`src/rtl/eth_pkg.sv`:
```
// Shared Ethernet block definitions: TX arbiter FSM states and width helpers.
// Also used by the RX-side distributor so both ends size their buses the same way.
package eth_pkg;

    // TX buffer arbiter states
    typedef enum logic [1:0] {
        ST_IDLE  = 2'd0,
        ST_GRANT = 2'd1,
        ST_SEND  = 2'd2,
        ST_COOL  = 2'd3
    } eth_tx_arb_state_e;

    localparam int unsigned ETH_MTU_DEFAULT        = 2048;
    localparam int unsigned ETH_DATA_WIDTH_DEFAULT = 32;

    // clog2 that never returns 0, so a 1-entry index still gets one bit
    function automatic int unsigned safe_clog2(input int unsigned x);
        return (x <= 1) ? 1 : $clog2(x);
    endfunction

    // Bits needed to hold the value x itself (0..x inclusive)
    function automatic int unsigned width_for(input int unsigned x);
        return $clog2(x + 1);
    endfunction

endpackage

```
`src/rtl/eth_tx_arbiter_if.sv`:
```
// MAC transmit-buffer write-side bus.
// master: the arbiter (drives send strobe and buffer writes, sees packet_req_i).
// slave : the MAC (receives the writes, reports buffer-free on packet_req_i).
interface eth_tx_arbiter_if
    import eth_pkg::*;
#(
    parameter int unsigned eth_mtu_p    = ETH_MTU_DEFAULT,
    parameter int unsigned data_width_p = ETH_DATA_WIDTH_DEFAULT,
    localparam int unsigned addr_width_lp        = $clog2(eth_mtu_p),
    localparam int unsigned packet_size_width_lp = width_for(eth_mtu_p),
    localparam int unsigned size_width_lp        = width_for(safe_clog2(data_width_p / 8))
);

    logic                            packet_send_o;
    logic                            packet_req_i;
    logic                            packet_wsize_valid_o;
    logic [packet_size_width_lp-1:0] packet_wsize_o;
    logic                            packet_wvalid_o;
    logic [addr_width_lp-1:0]        packet_waddr_o;
    logic [data_width_p-1:0]         packet_wdata_o;
    logic [size_width_lp-1:0]        packet_wdata_size_o;

    modport master (
        output packet_send_o,
        input  packet_req_i,
        output packet_wsize_valid_o,
        output packet_wsize_o,
        output packet_wvalid_o,
        output packet_waddr_o,
        output packet_wdata_o,
        output packet_wdata_size_o
    );

    modport slave (
        input  packet_send_o,
        output packet_req_i,
        input  packet_wsize_valid_o,
        input  packet_wsize_o,
        input  packet_wvalid_o,
        input  packet_waddr_o,
        input  packet_wdata_o,
        input  packet_wdata_size_o
    );

endinterface

```
`src/rtl/eth_rr_arbiter.sv`:
```
// Combinational N-way round-robin picker.
// Ports: req_i (request levels), last_i (index granted last time),
//        grant_o (one-hot winner), id_o (winner index), valid_o (any winner).
// Search starts at last_i+1 and wraps modulo num_clients_p.
module eth_rr_arbiter
    import eth_pkg::*;
#(
    parameter int unsigned num_clients_p = 2,
    localparam int unsigned id_width_lp  = safe_clog2(num_clients_p)
) (
    input  logic [num_clients_p-1:0] req_i,
    input  logic [id_width_lp-1:0]   last_i,
    output logic [num_clients_p-1:0] grant_o,
    output logic [id_width_lp-1:0]   id_o,
    output logic                     valid_o
);

    // First requester found walking forward from last_i+1
    always_comb begin
        int unsigned idx;
        logic        found;
        grant_o = '0;
        id_o    = '0;
        found   = 1'b0;
        idx     = 0;
        for (int unsigned i = 1; i <= num_clients_p; i++) begin
            idx = (32'(last_i) + i) % num_clients_p;
            if (!found && req_i[id_width_lp'(idx)]) begin
                found                         = 1'b1;
                grant_o[id_width_lp'(idx)]    = 1'b1;
                id_o                          = id_width_lp'(idx);
            end
        end
        valid_o = found;
    end

endmodule

```
`src/rtl/eth_tx_arbiter.sv`:
```
// Round-robin owner of the MAC single-packet transmit buffer.
// Ports:
//   clk_i, reset_n_i         : clock, async active-low reset
//   client_req_i             : per-client request level
//   client_grant_o           : one-hot buffer ownership (registered)
//   client_send_i            : per-client send strobe (owner's only is honoured)
//   client_w*_i              : per-client buffer write signals
//   mac                      : MAC write-side bus (send strobe, packet_req_i, muxed writes)
//   owner_o                  : current or last owner index
//   busy_o                   : arbiter not idle
//   timeout_o                : one-cycle pulse when the watchdog revokes a grant
module eth_tx_arbiter
    import eth_pkg::*;
#(
    parameter int unsigned num_clients_p = 2,
    parameter int unsigned eth_mtu_p     = ETH_MTU_DEFAULT,
    parameter int unsigned data_width_p  = ETH_DATA_WIDTH_DEFAULT,
    parameter int unsigned timeout_p     = 4096,
    localparam int unsigned addr_width_lp        = $clog2(eth_mtu_p),
    localparam int unsigned packet_size_width_lp = width_for(eth_mtu_p),
    localparam int unsigned size_width_lp        = width_for(safe_clog2(data_width_p / 8)),
    localparam int unsigned id_width_lp          = safe_clog2(num_clients_p)
) (
    input  logic                                               clk_i,
    input  logic                                               reset_n_i,
    input  logic [num_clients_p-1:0]                           client_req_i,
    output logic [num_clients_p-1:0]                           client_grant_o,
    input  logic [num_clients_p-1:0]                           client_send_i,
    input  logic [num_clients_p-1:0]                           client_wsize_valid_i,
    input  logic [num_clients_p-1:0][packet_size_width_lp-1:0] client_wsize_i,
    input  logic [num_clients_p-1:0]                           client_wvalid_i,
    input  logic [num_clients_p-1:0][addr_width_lp-1:0]        client_waddr_i,
    input  logic [num_clients_p-1:0][data_width_p-1:0]         client_wdata_i,
    input  logic [num_clients_p-1:0][size_width_lp-1:0]        client_wdata_size_i,
    eth_tx_arbiter_if.master                                   mac,
    output logic [id_width_lp-1:0]                             owner_o,
    output logic                                               busy_o,
    output logic                                               timeout_o
);

    // Watchdog sizing; a zero timeout disables it but keeps a 1-bit counter
    localparam bit          wd_en_lp   = (timeout_p != 0);
    localparam int unsigned cnt_w_lp   = wd_en_lp ? width_for(timeout_p) : 1;
    localparam int unsigned to_last_lp = wd_en_lp ? timeout_p - 1 : 0;

    eth_tx_arb_state_e              state_q, state_d;
    logic [num_clients_p-1:0]       grant_q, grant_d;
    logic [id_width_lp-1:0]         owner_q, owner_d;
    logic [id_width_lp-1:0]         last_q, last_d;
    logic [cnt_w_lp-1:0]            cnt_q, cnt_d;
    logic                           send_q, send_d;
    logic                           timeout_q, timeout_d;
    logic                           busy_q, busy_d;

    logic [num_clients_p-1:0]       rr_grant;
    logic [id_width_lp-1:0]         rr_id;
    logic                           rr_valid;
    logic                           in_grant;

    eth_rr_arbiter #(
        .num_clients_p (num_clients_p)
    ) u_rr (
        .req_i   (client_req_i),
        .last_i  (last_q),
        .grant_o (rr_grant),
        .id_o    (rr_id),
        .valid_o (rr_valid)
    );

    // State and registered outputs
    always_ff @(posedge clk_i or negedge reset_n_i) begin
        if (!reset_n_i) begin
            state_q   <= ST_IDLE;
            grant_q   <= '0;
            owner_q   <= '0;
            last_q    <= id_width_lp'(num_clients_p - 1);
            cnt_q     <= '0;
            send_q    <= 1'b0;
            timeout_q <= 1'b0;
            busy_q    <= 1'b0;
        end else begin
            state_q   <= state_d;
            grant_q   <= grant_d;
            owner_q   <= owner_d;
            last_q    <= last_d;
            cnt_q     <= cnt_d;
            send_q    <= send_d;
            timeout_q <= timeout_d;
            busy_q    <= busy_d;
        end
    end

    // Next-state logic
    always_comb begin
        state_d   = state_q;
        grant_d   = grant_q;
        owner_d   = owner_q;
        last_d    = last_q;
        cnt_d     = cnt_q;
        send_d    = 1'b0;
        timeout_d = 1'b0;

        unique case (state_q)
            ST_IDLE: begin
                if (rr_valid && mac.packet_req_i) begin
                    grant_d = rr_grant;
                    owner_d = rr_id;
                    last_d  = rr_id;
                    cnt_d   = '0;
                    state_d = ST_GRANT;
                end
            end
            ST_GRANT: begin
                // Send is checked first so it beats a same-cycle watchdog expiry
                if (client_send_i[owner_q]) begin
                    grant_d = '0;
                    send_d  = 1'b1;
                    state_d = ST_SEND;
                end else if (wd_en_lp && (cnt_q == cnt_w_lp'(to_last_lp))) begin
                    grant_d   = '0;
                    timeout_d = 1'b1;
                    state_d   = ST_COOL;
                end else if (cnt_q != {cnt_w_lp{1'b1}}) begin
                    cnt_d = cnt_q + cnt_w_lp'(1);
                end
            end
            ST_SEND: begin
                state_d = ST_COOL;
            end
            ST_COOL: begin
                // Gives the MAC a cycle to drop packet_req_i before re-arbitrating
                state_d = ST_IDLE;
            end
            default: begin
                state_d = ST_IDLE;
                grant_d = '0;
            end
        endcase

        busy_d = (state_d != ST_IDLE);
    end

    // Owner's write side goes straight through while it holds the buffer
    assign in_grant = (state_q == ST_GRANT);

    assign mac.packet_wsize_valid_o = in_grant & client_wsize_valid_i[owner_q];
    assign mac.packet_wsize_o       = in_grant ? client_wsize_i[owner_q]      : '0;
    assign mac.packet_wvalid_o      = in_grant & client_wvalid_i[owner_q];
    assign mac.packet_waddr_o       = in_grant ? client_waddr_i[owner_q]      : '0;
    assign mac.packet_wdata_o       = in_grant ? client_wdata_i[owner_q]      : '0;
    assign mac.packet_wdata_size_o  = in_grant ? client_wdata_size_i[owner_q] : '0;
    assign mac.packet_send_o        = send_q;

    assign client_grant_o = grant_q;
    assign owner_o        = owner_q;
    assign busy_o         = busy_q;
    assign timeout_o      = timeout_q;

endmodule
```
`src/flat_wrapper.sv`:
```
// flat-port wrapper written by rule: the top's interface ports become plain ports
module eth_tx_arbiter_flat import eth_pkg::*;
#(
    parameter int unsigned num_clients_p = 2,
    parameter int unsigned eth_mtu_p     = ETH_MTU_DEFAULT,
    parameter int unsigned data_width_p  = ETH_DATA_WIDTH_DEFAULT,
    parameter int unsigned timeout_p     = 4096,
    localparam int unsigned addr_width_lp        = $clog2(eth_mtu_p),
    localparam int unsigned packet_size_width_lp = width_for(eth_mtu_p),
    localparam int unsigned size_width_lp        = width_for(safe_clog2(data_width_p / 8)),
    localparam int unsigned id_width_lp          = safe_clog2(num_clients_p)
)
  (clk_i, reset_n_i, client_req_i, client_grant_o, client_send_i, client_wsize_valid_i, client_wsize_i, client_wvalid_i, client_waddr_i, client_wdata_i, client_wdata_size_i, owner_o, busy_o, timeout_o, mac_packet_send_o, mac_packet_req_i, mac_packet_wsize_valid_o, mac_packet_wsize_o, mac_packet_wvalid_o, mac_packet_waddr_o, mac_packet_wdata_o, mac_packet_wdata_size_o);
  eth_tx_arbiter_if #(.eth_mtu_p(eth_mtu_p), .data_width_p(data_width_p)) mac_i ();
  input  logic clk_i;
  input  logic reset_n_i;
  input  logic [num_clients_p-1:0] client_req_i;
  output logic [num_clients_p-1:0] client_grant_o;
  input  logic [num_clients_p-1:0] client_send_i;
  input  logic [num_clients_p-1:0] client_wsize_valid_i;
  input  logic [num_clients_p-1:0][packet_size_width_lp-1:0] client_wsize_i;
  input  logic [num_clients_p-1:0] client_wvalid_i;
  input  logic [num_clients_p-1:0][addr_width_lp-1:0] client_waddr_i;
  input  logic [num_clients_p-1:0][data_width_p-1:0] client_wdata_i;
  input  logic [num_clients_p-1:0][size_width_lp-1:0] client_wdata_size_i;
  output logic [id_width_lp-1:0] owner_o;
  output logic busy_o;
  output logic timeout_o;
  output wire logic [$bits(mac_i.packet_send_o)-1:0] mac_packet_send_o;
  input wire logic [$bits(mac_i.packet_req_i)-1:0] mac_packet_req_i;
  output wire logic [$bits(mac_i.packet_wsize_valid_o)-1:0] mac_packet_wsize_valid_o;
  output wire logic [$bits(mac_i.packet_wsize_o)-1:0] mac_packet_wsize_o;
  output wire logic [$bits(mac_i.packet_wvalid_o)-1:0] mac_packet_wvalid_o;
  output wire logic [$bits(mac_i.packet_waddr_o)-1:0] mac_packet_waddr_o;
  output wire logic [$bits(mac_i.packet_wdata_o)-1:0] mac_packet_wdata_o;
  output wire logic [$bits(mac_i.packet_wdata_size_o)-1:0] mac_packet_wdata_size_o;
  assign mac_packet_send_o = mac_i.packet_send_o;
  assign mac_i.packet_req_i = mac_packet_req_i;
  assign mac_packet_wsize_valid_o = mac_i.packet_wsize_valid_o;
  assign mac_packet_wsize_o = mac_i.packet_wsize_o;
  assign mac_packet_wvalid_o = mac_i.packet_wvalid_o;
  assign mac_packet_waddr_o = mac_i.packet_waddr_o;
  assign mac_packet_wdata_o = mac_i.packet_wdata_o;
  assign mac_packet_wdata_size_o = mac_i.packet_wdata_size_o;
  eth_tx_arbiter #(.num_clients_p(num_clients_p), .eth_mtu_p(eth_mtu_p), .data_width_p(data_width_p), .timeout_p(timeout_p)) u_core (.clk_i(clk_i), .reset_n_i(reset_n_i), .client_req_i(client_req_i), .client_grant_o(client_grant_o), .client_send_i(client_send_i), .client_wsize_valid_i(client_wsize_valid_i), .client_wsize_i(client_wsize_i), .client_wvalid_i(client_wvalid_i), .client_waddr_i(client_waddr_i), .client_wdata_i(client_wdata_i), .client_wdata_size_i(client_wdata_size_i), .mac(mac_i), .owner_o(owner_o), .busy_o(busy_o), .timeout_o(timeout_o));
endmodule
```
`config.mk`:
```
export PLATFORM = sky130hd
export DESIGN_NAME = eth_tx_arbiter_flat
export DESIGN_NICKNAME = d
export VERILOG_FILES = /design/src/rtl/eth_pkg.sv /design/src/rtl/eth_tx_arbiter_if.sv /design/src/rtl/eth_rr_arbiter.sv /design/src/rtl/eth_tx_arbiter.sv /design/src/flat_wrapper.sv
export SDC_FILE = /design/constraint.sdc
export NUM_CORES = 1
export LEC_CHECK = 0
export CAP_MARGIN = 30
export CORE_UTILIZATION = 28
export DETAILED_ROUTE_END_ITERATION = 8
export GPL_TIMING_DRIVEN = 0
export PLACE_DENSITY = 0.78
export SYNTH_ARGS = -nofsm -noshare
export SYNTH_HDL_FRONTEND = slang
export SYNTH_SLANG_ARGS = --single-unit
```
`constraint.sdc`:
```
create_clock -name clk_i -period 1.9 [get_ports clk_i]
set_clock_uncertainty 0.2 [all_clocks]
set_input_delay 0.38 -clock clk_i [delete_from_list [all_inputs] [get_ports clk_i]]
set_output_delay 0.38 -clock clk_i [all_outputs]
set_load 0.02 [all_outputs]
```
**Yosys cells after proc, flatten, opt, wreduce, memory -nomap -nowiden**

Index checks and enable logic that the tools add are counted.

- Register bits: 22
- Output and inout port bits: 65
- Logic and storage cells: 90

- Add/sub/neg operators: 3
- Magnitude comparators: 5
- Eq/ne operators: 10
- Muxes and demuxes: 50
- Bitwise logic cells: 3
- Reductions and logical operators: 11

Operator list:

| operator | number |
|---|---|
| $mux 32 | 3 |
| $mux 13 | 4 |
| $mux 12 | 3 |
| $mux 11 | 3 |
| $pmux 13 s2 | 1 |
| $mux 2 | 11 |
| $mux 1 | 21 |
| $add 13x1->13 const B | 1 |
| $eq 13x12->1 const B | 1 |
| $ne 13x13->1 const B | 1 |
| $pmux 2 s4 | 1 |
| $lt 1x2->1 const B | 3 |
| $ne 2x2->1 const B | 3 |
| $reduce_and 5->1 | 1 |
| $eq 2x2->1 const B | 2 |
| $logic_and 1x1->1 | 4 |
| $pmux 2 s2 | 1 |
| $reduce_bool 2->1 | 2 |
| $ne 3x3->1 const B | 1 |
| $reduce_and 3->1 | 1 |
| $add 1x1->1 const B | 2 |
| $and 1x1->1 | 2 |
| $demux 1 s1 | 2 |
| $eq 2x1->1 const B | 1 |
| 6 further kinds | 7 |

**Depth between registers and ports, before layout**

- Depth in word-level cells: 11
- Mapped depth: 8

**Cells and area by module**

From an unflattened synthesis, not the netlist that was laid out.

- Cells, all modules: 256
- Area total of the unflattened synthesis: 2065.7 sq um

Modules (own cells, without submodules):

| module | times used | cells each | area each (sq um) |
|---|---|---|---|
| eth_tx_arbiter | 1 | 251 | 2033.2 |
| eth_rr_arbiter | 1 | 5 | 32.5 |

**Worst setup path after synthesis**

No wires, ideal clock.

- Path kind: reg2out
- From: register u_core.owner_q (netlist: u_core.owner_o)
- To: output mac_packet_wsize_o[10]
- Arrival: 1514 ps
- Setup slack: -194 ps
- Stages on the path, launching flop included: 5
- Buffers on the path: 2
- Cell sequence: dfrtp_1 -> buf_2 -> buf_1 -> mux2i_1 -> nor2_1

- Longest elaborated chain between the ends: 3

Ends and longest elaborated chain:

| element | RTL line | text |
|---|---|---|
| start: declaration | eth_tx_arbiter.sv:48 | `logic [id_width_lp-1:0] owner_q, owner_d;` |
| start signal: assignment | eth_tx_arbiter.sv:84 | `owner_q <= owner_d;` |
| $mux 12 (implied by the code) (2 in series) | eth_tx_arbiter.sv:147 | `assign mac.packet_wsize_o = in_grant ? client_wsize_i[owner_q] : '0;` |
| $mux 12 | eth_tx_arbiter.sv:147 |  |
| end: declaration | flat_wrapper.sv:32 | `output wire logic [$bits(mac_i.packet_wsize_o)-1:0] mac_packet_wsize_o;` |

No other way between the ends. The select of a mux whose other input is x is not followed.

**Final worst setup path**

- From: register u_core.owner_q (netlist: u_core.owner_o)
- To: register u_core.cnt_q[11]

- Longest elaborated chain between the ends: 4

Ends and longest elaborated chain:

| element | RTL line | text |
|---|---|---|
| $mux 1 (implied by the code) (2 in series) | eth_tx_arbiter.sv:115 | `if (client_send_i[owner_q]) begin` |
| $ne 2x2->1 (no line) | -- |  |
| $reduce_and 5->1 (no line) | -- |  |
| end signal: assignment | eth_tx_arbiter.sv:86 | `cnt_q <= cnt_d;` |
| end: declaration | eth_tx_arbiter.sv:50 | `logic [cnt_w_lp-1:0] cnt_q, cnt_d;` |

No other way between the ends. The select of a mux whose other input is x is not followed.
A chain may end at the register's enable or synchronous reset.

==> impl_results.md <==
* Critical path arrival at about 2.0 ns
* Gr usage total at 22.6%
* Syn-to-layout area delta at 120%
* Gate Count Post-Synth at 249
* EDFF count, synth at 0
* Core area at 6870 um^2
* Global route overflow at 0
* Net Sw Frac at between 40% and 50%
* Tot Pwr at ~0.0056 W
* Reg-to-reg endpoint: u_core.cnt_q[11]$_DFFE_PN0P_
* Status: complete, but fails checks
* Cell variety after synth at 35
* Hold Crit Class: in -> async
* M1 WL at around 3.4 mm
* RSZ-0062 raised after global routing: true
* WS Path Type: reg -> reg
* Synth area leaders: mux2i_1, dfrtp_1, nor2_1, nand2_1, buf_2
* Asr flop ratio synth at 100%
* Tcrit/Tclk final at 106%
* Crit path from: u_core.owner_o$_DFFE_PN0P_
* Final Hold Fails at 0
* CP Max Fanout at 9
* Port Buf Inserts at 189
* H-tree depth at 1
* FF-to-FF path depth at 8
* Place WS at -0.766 ns
* Crit end category: register
* Root Driver: clkbuf_8
* Vias in the first global route at around 2,700
* Final Setup Violations at 72
* Final ANT Viol Nets at 0
* Clock transition at path regs at 0.09 ns
* Worst-Skew Late Latency at ~0.27 ns
* Most numerous cell in the Yosys netlist: nor2_1
* Clock power frac at 8.1%
* Chip height at 87.0 um
* Clk sink count at 22
* Fin nets at ~590
* Initial antenna violation count at 0
* Antenna cells at 0
* Num CTS Buffers at 3
* Commonest cells post-synth: nor2_1, mux2i_1, dfrtp_1
* Initial Util at between 20% and 30%
* Cell taking the most area after synthesis: mux2i_1
* Max-slew headroom at ~71%
* #FFs+latches synth at 22
* Max cap viols at 0
* CTS Hold Buffers Added at 0
* Layout cells sized above 1 at between 20% and 30%
* Seq pwr share at a little under an eighth
* Req. time, crit path at 1.86 ns
* Sequential-to-total area share from yosys stat at 27.3%
* Avg Cell Area, Syn at ~8 um^2
* Slew @ Worst Pin at roughly 0.43 ns
* DP HPWL at slightly below 7 mm
* DR WL met2 at approximately 5 mm
* Logic pwr share at 80.5%
* Routability cong. at slightly below 0.8
* Switch Pwr at ~0.0025 W
* Starting DRT DRC Count at roughly 120
* Vias at between 2,000 and 3,000
* Largest net degree at the start of global routing at 16
* Final setup margin at -0.120 ns
* Slew Limit Fails at 0
* Drt pass-1 iters at 4
* Fin Hold WS at 0.208 ns
* Worst Setup EP: u_core.cnt_q[11]$_DFFE_PN0P_
* Startpoint types: register
* DRC errors left at 0
* Int Pwr at a little over 0.003 W
* Die Footprint at 7560 um^2
* Synth warnings at 0
* Worst-case clock buffer depth at 2
* CTS tree: done
* Pwr/cell area at 1260 nW/um^2
* Routed wire per std cell at 16.3 um
* Violated checks: negative setup slack
* Final wirelength at between 9 and 10 mm
* Fmax at 0.495 GHz
* Reg2reg start: u_core.owner_o$_DFFE_PN0P_
* Met3 wire len at approximately 700 um
* Tmin final at just over 2 ns
* VDD IR max at about 0.87 mV
* Reg2reg setup slack at -0.12 ns
* I/O Pins at 190
* Global-route wire length before repair at 13.5 mm
* Max layer used: met4
* Pleak at slightly above 2 nW
* Post-synth top area share at 30.2%
* Synth Cell Area at around 2000 um^2
* Placement Rows at 30
* Mapped Nets at between 300 and 400
* Routed vias/inst at about 4.8
* Main flop type after synthesis: dfrtp_1
* Die width at 87.0 um
-- registers in the layout (all words and copies together), names as in the netlist --
name                      cells
u_core.cnt_q                 13
u_core.client_grant_o         2
u_core.state_q                2
u_core.busy_o                 1
u_core.last_q                 1
u_core.mac.packet_send_o      1
u_core.owner_o                1
u_core.timeout_o              1
-- how the worst min path moves through the flow --
| stage | cells past startpoint | slack [ns] | to |
|---|---|---|---|
| 2_1_floorplan | 0 | -0.12 | u_core.busy_o$_DFF_PN0_ |
| 3_3_place_gp | 1 | 0.26 | u_core.cnt_q[9]$_DFFE_PN0P_ |
| 3_5_place_dp | 1 | 0.27 | u_core.cnt_q[9]$_DFFE_PN0P_ |
| 4_1_cts | 1 | 0.22 | u_core.client_grant_o[0]$_DFFE_PN0P_ |
| 5_1_grt | 1 | 0.24 | u_core.cnt_q[11]$_DFFE_PN0P_ |
| 6_report | 1 | 0.21 | u_core.cnt_q[11]$_DFFE_PN0P_ |
-- power by group through the flow --
stage	Combinational, W	Clock (W)	Sequential (W)
3_3_place_gp	0.00372	0	0.000638
5_1_grt	0.00476	0.000471	0.000645
2_1_floorplan	0.00212	0	0.000692
4_1_cts	0.00434	0.000452	0.000634
3_5_place_dp	0.00376	0	0.000643
6_report	0.00451	0.000455	0.000639
-- logic make-up (layout without fill, tap and decap cells) --
logic type               Yosys count  after routing  share of synthesized area (%)
AND/OR/NAND/NOR                  105            105                           23.0
multiplexers                      62             62                           30.9
AO/OA/AOI/OAI                     37             37                           12.9
flip-flops                        22             22                           27.3
buffers and inverters             22            240                           5.20
adder cells (fa/ha/maj)            1              1                          0.619
-- layout make-up --
class	count	area, um^2
Clock buffer	3	41.3
Fill cell	561	2420
Timing Repair Buffer	214	1920
Inverter	5	18.8
Tap cell	96	120
Multi-Input combinational cell	205	1500
Buffer	17	269
Clock inverter	1	30.0
Sequential cell	22	552
-- metal layers --
metal / global-route usage (%) / up-vias
li1: - / 1304
met1: 25.3 / 1235
met2: 43.1 / 141
met3: 5.59 / 18
met4: 4.09 / 0
met5: 0 / -
-- critical path, cell delays in order (launching register included) --
cell and delay, ns:
dfrtp_1 0.42, buf_12 0.17, buf_6 0.12, mux2_4 0.32, nand2_4 0.09, o2111ai_4 0.15
buf_6 0.18, o21ai_2 0.16, o31ai_2 0.09
-- cell usage in the layout (no fill, tap or decap), types with 2 or more instances in the layout --
master             n
clkbuf_16          2
and3_1             2
nand2_1           11
a21oi_1            4
mux2i_1           58
clkdlybuf4s50_1  129
nor4_4             2
buf_4             42
o21ai_2            3
clkbuf_8           3
nor2_1            63
o21ai_0            6
o21ai_1            7
dfrtp_1           21
buf_6             13
nand3_1            7
a31o_2             2
nand2b_1           2
and2_1             4
nor2_2             5
o31ai_1            4
buf_12             6
a31oi_1            2
buf_2             33
a21o_1             2
nand2_4            2
mux2i_2            3
buf_8              4
inv_1              4
-- stage by stage --
stage | setup TNS (ns) | instance area, um^2 | instances | utilization, %
6_report | -5.85 | 4450 | 563 | 64.8
5_1_grt | -9.96 | 4450 | 563 | 64.8
4_1_cts | -4.98 | 4360 | 561 | 63.4
3_5_place_dp | -41.27 | 4060 | 535 | 59.1
3_3_place_gp | -39.33 | 4040 | 534 | 58.8
2_1_floorplan | -1.68 | 2030 | 249 | -
-- timing repair --
action / CTS / global route
endpoints found under the setup margin: 74 / 79
gates resized for setup: 340 / 15
gates cloned: 2 / 1
setup buffers: 20 / 1
pin swaps: 9 / 6
Power figures use the tool's default switching activity.
==> variant: new RTL, same settings <==
The 4 states of `eth_tx_arb_state_e` get a one-hot encoding in 4 bits.
--- a/src/rtl/eth_pkg.sv
+++ b/src/rtl/eth_pkg.sv
@@ -4,9 +4,9 @@
 
     // TX buffer arbiter states
-    typedef enum logic [1:0] {
-        ST_IDLE  = 2'd0,
-        ST_GRANT = 2'd1,
-        ST_SEND  = 2'd2,
-        ST_COOL  = 2'd3
+    typedef enum logic [3:0] {
+        ST_IDLE  = 4'b0001,
+        ST_GRANT = 4'b0010,
+        ST_SEND  = 4'b0100,
+        ST_COOL  = 4'b1000
     } eth_tx_arb_state_e;
 
Check against the original RTL: same outputs for any inputs over 4 cycles, from zero or initial values and one cycle with reset_n_i low; so few cycles prove little.
==> variant against the unedited design <==
The flow still finishes with violations (negative setup slack). Area after synthesis is 1.6% higher. Core utilization is 11 points higher. Clock power is 23% lower. Global-route usage is 2.2 points higher. Design area is 18% higher. Routed wire length is 16% higher. Sequential cell count is 2 higher. Total power is 27% lower. Setup slack worse by 420 ps. Register-to-register slack worse by 310 ps. Highest routed layer unchanged.
==> variant: results (changes against the unedited design) <==
outcome finished, violations left; failing checks negative setup slack; WL met1 4132 um (+20%); met3 WL 641 um (-8.8%); count of cell types in the netlist 39 (+11%); R2R depth 6 (-2); NumNets Final 583 (-1.9%); most numerous cell in the Yosys netlist mux2i_1; Crit Path Max Fanout 10 (+1); gr usage total 0.2478 (+0.02195); reg-to-reg critical path endpoint u_core.cnt_q[3]; share of layout cells above drive strength 1 0.4254 (+0.1278); placed insts 531 (-0.75%); Worst Setup SP u_core.state_q[2]; first-pass GRT wire length 14550 um (+7.9%); Post-DP HPWL 7696 um (+14%); Max VDD drop 0.0007273 V (-16%); drt wl/cell 19.20 um (+18%); Syn Inst Count 245 (-1.6%); worst slack, placed -967.0 ps (-201.1 ps); Vias/cell 4.953 (+3.4%); slowest CP cell or4b_4; initial antenna violation count 0 (unchanged); CP Capture Point mac_packet_wsize_o[9]; vias in the first global route 2626 (-4.2%); sequential area share after synthesis 0.2935 (+0.02065); most frequent cells after synthesis mux2i_1 (64), nor2_1 (63), dfrtp_1 (22); Reg2Reg Setup Slack -430 ps (-310 ps); Slew HR 0.6478 (-0.06332); arrival time worst endpoint 1860 ps (-120 ps); Routed WL 10600 um (+16%); cell-internal power 2.327 mW (-25%); DR WL met2 5668 um (+17%); Leak 2.103 nW (+2.2%); yosys warns 0 (unchanged); Hold Slack 249.5 ps (+41.29 ps); Synth Area in Adders 0.006090 (-0.00009798); Crit path largest cell delay 580 ps (+160 ps); Synth Area in XOR/XNOR 0.004263 (+0.004263); final setup fails 76 (+5.6%); 1st-iter DRT viols 60 (-50%); complex-gate fraction of the synthesized area 0.07734 (-0.05199); delay-heaviest family, CP simple AND/OR/NAND/NOR gates; Post-DP Area 0.004546 mm^2 (+12%); post-route setup slack -539.1 ps (-418.8 ps); largest cells by area after synthesis mux2i_1 (31%), dfrtp_1 (27%), nor2_1 (12%), dfstp_2 (2.6%), nand2_1 (1.8%); setup TNS -33740 ps (-27890 ps); GP Congestion 0.8421 (+6.5%); Syn Nets 371 (-1.1%)
[variant: cells by family after synthesis]
family,after synthesis
fa+ha+maj,1
flops,24
mux,65
compound gates,24
xor+xnor,1
buf+inv,17
simple gates,113
[variant: worst register-to-register path, delay by kind of cell, from the launching register on]
family,cells,cell delay (ps)
buf+inv,2,330
simple gates,3,1170
compound gates,1,150
flops,1,420
[variant: worst min path at each step]
stage	from	end	cells after the start
6_report	reset_n_i	u_core.cnt_q[2]	1
5_1_grt	reset_n_i	u_core.cnt_q[4]	1
4_1_cts	reset_n_i	u_core.cnt_q[2]	1
3_5_place_dp	u_core.client_grant_o[1]	u_core.client_grant_o[1]	1
3_3_place_gp	u_core.client_grant_o[1]	u_core.client_grant_o[1]	1
2_1_floorplan	reset_n_i	u_core.busy_o	0
[variant: per-layer routing]
metal  up-vias  GRT usage
li1       1302          -
met1      1326     0.2971
met2        93     0.4631
met3        13    0.04241
met4         0    0.05067
met5         -          0
[variant: power groups by stage]
stage / sequential [mW] / clock, mW / combinational (mW)
5_1_grt: 0.689 / 0.367 / 3.22
4_1_cts: 0.685 / 0.350 / 2.88
2_1_floorplan: 0.720 / 0 / 1.66
3_3_place_gp: 0.684 / 0 / 2.53
3_5_place_dp: 0.692 / 0 / 2.58
6_report: 0.678 / 0.352 / 3.07
[variant: cell type report]
type                            instances  area [um^2]  share of cell area
Buffer                                 16        225.2             0.04294
Multi-Input combinational cell        204         2012              0.3836
Clock buffer                            4        55.05             0.01050
Tap cell                               96        120.1             0.02290
Timing Repair Buffer                  208         2226              0.4244
Sequential cell                        24        606.8              0.1157
[variant: what timing repair did]
action / in CTS / in global routing
endpoints found under the setup margin: 78 / 79
cloned: 4 / 2
endpoints found under the hold margin: 0 / 0
pin swaps: 29 / 27
setup buffers: 4 / 8
gates resized for setup: 398 / 42
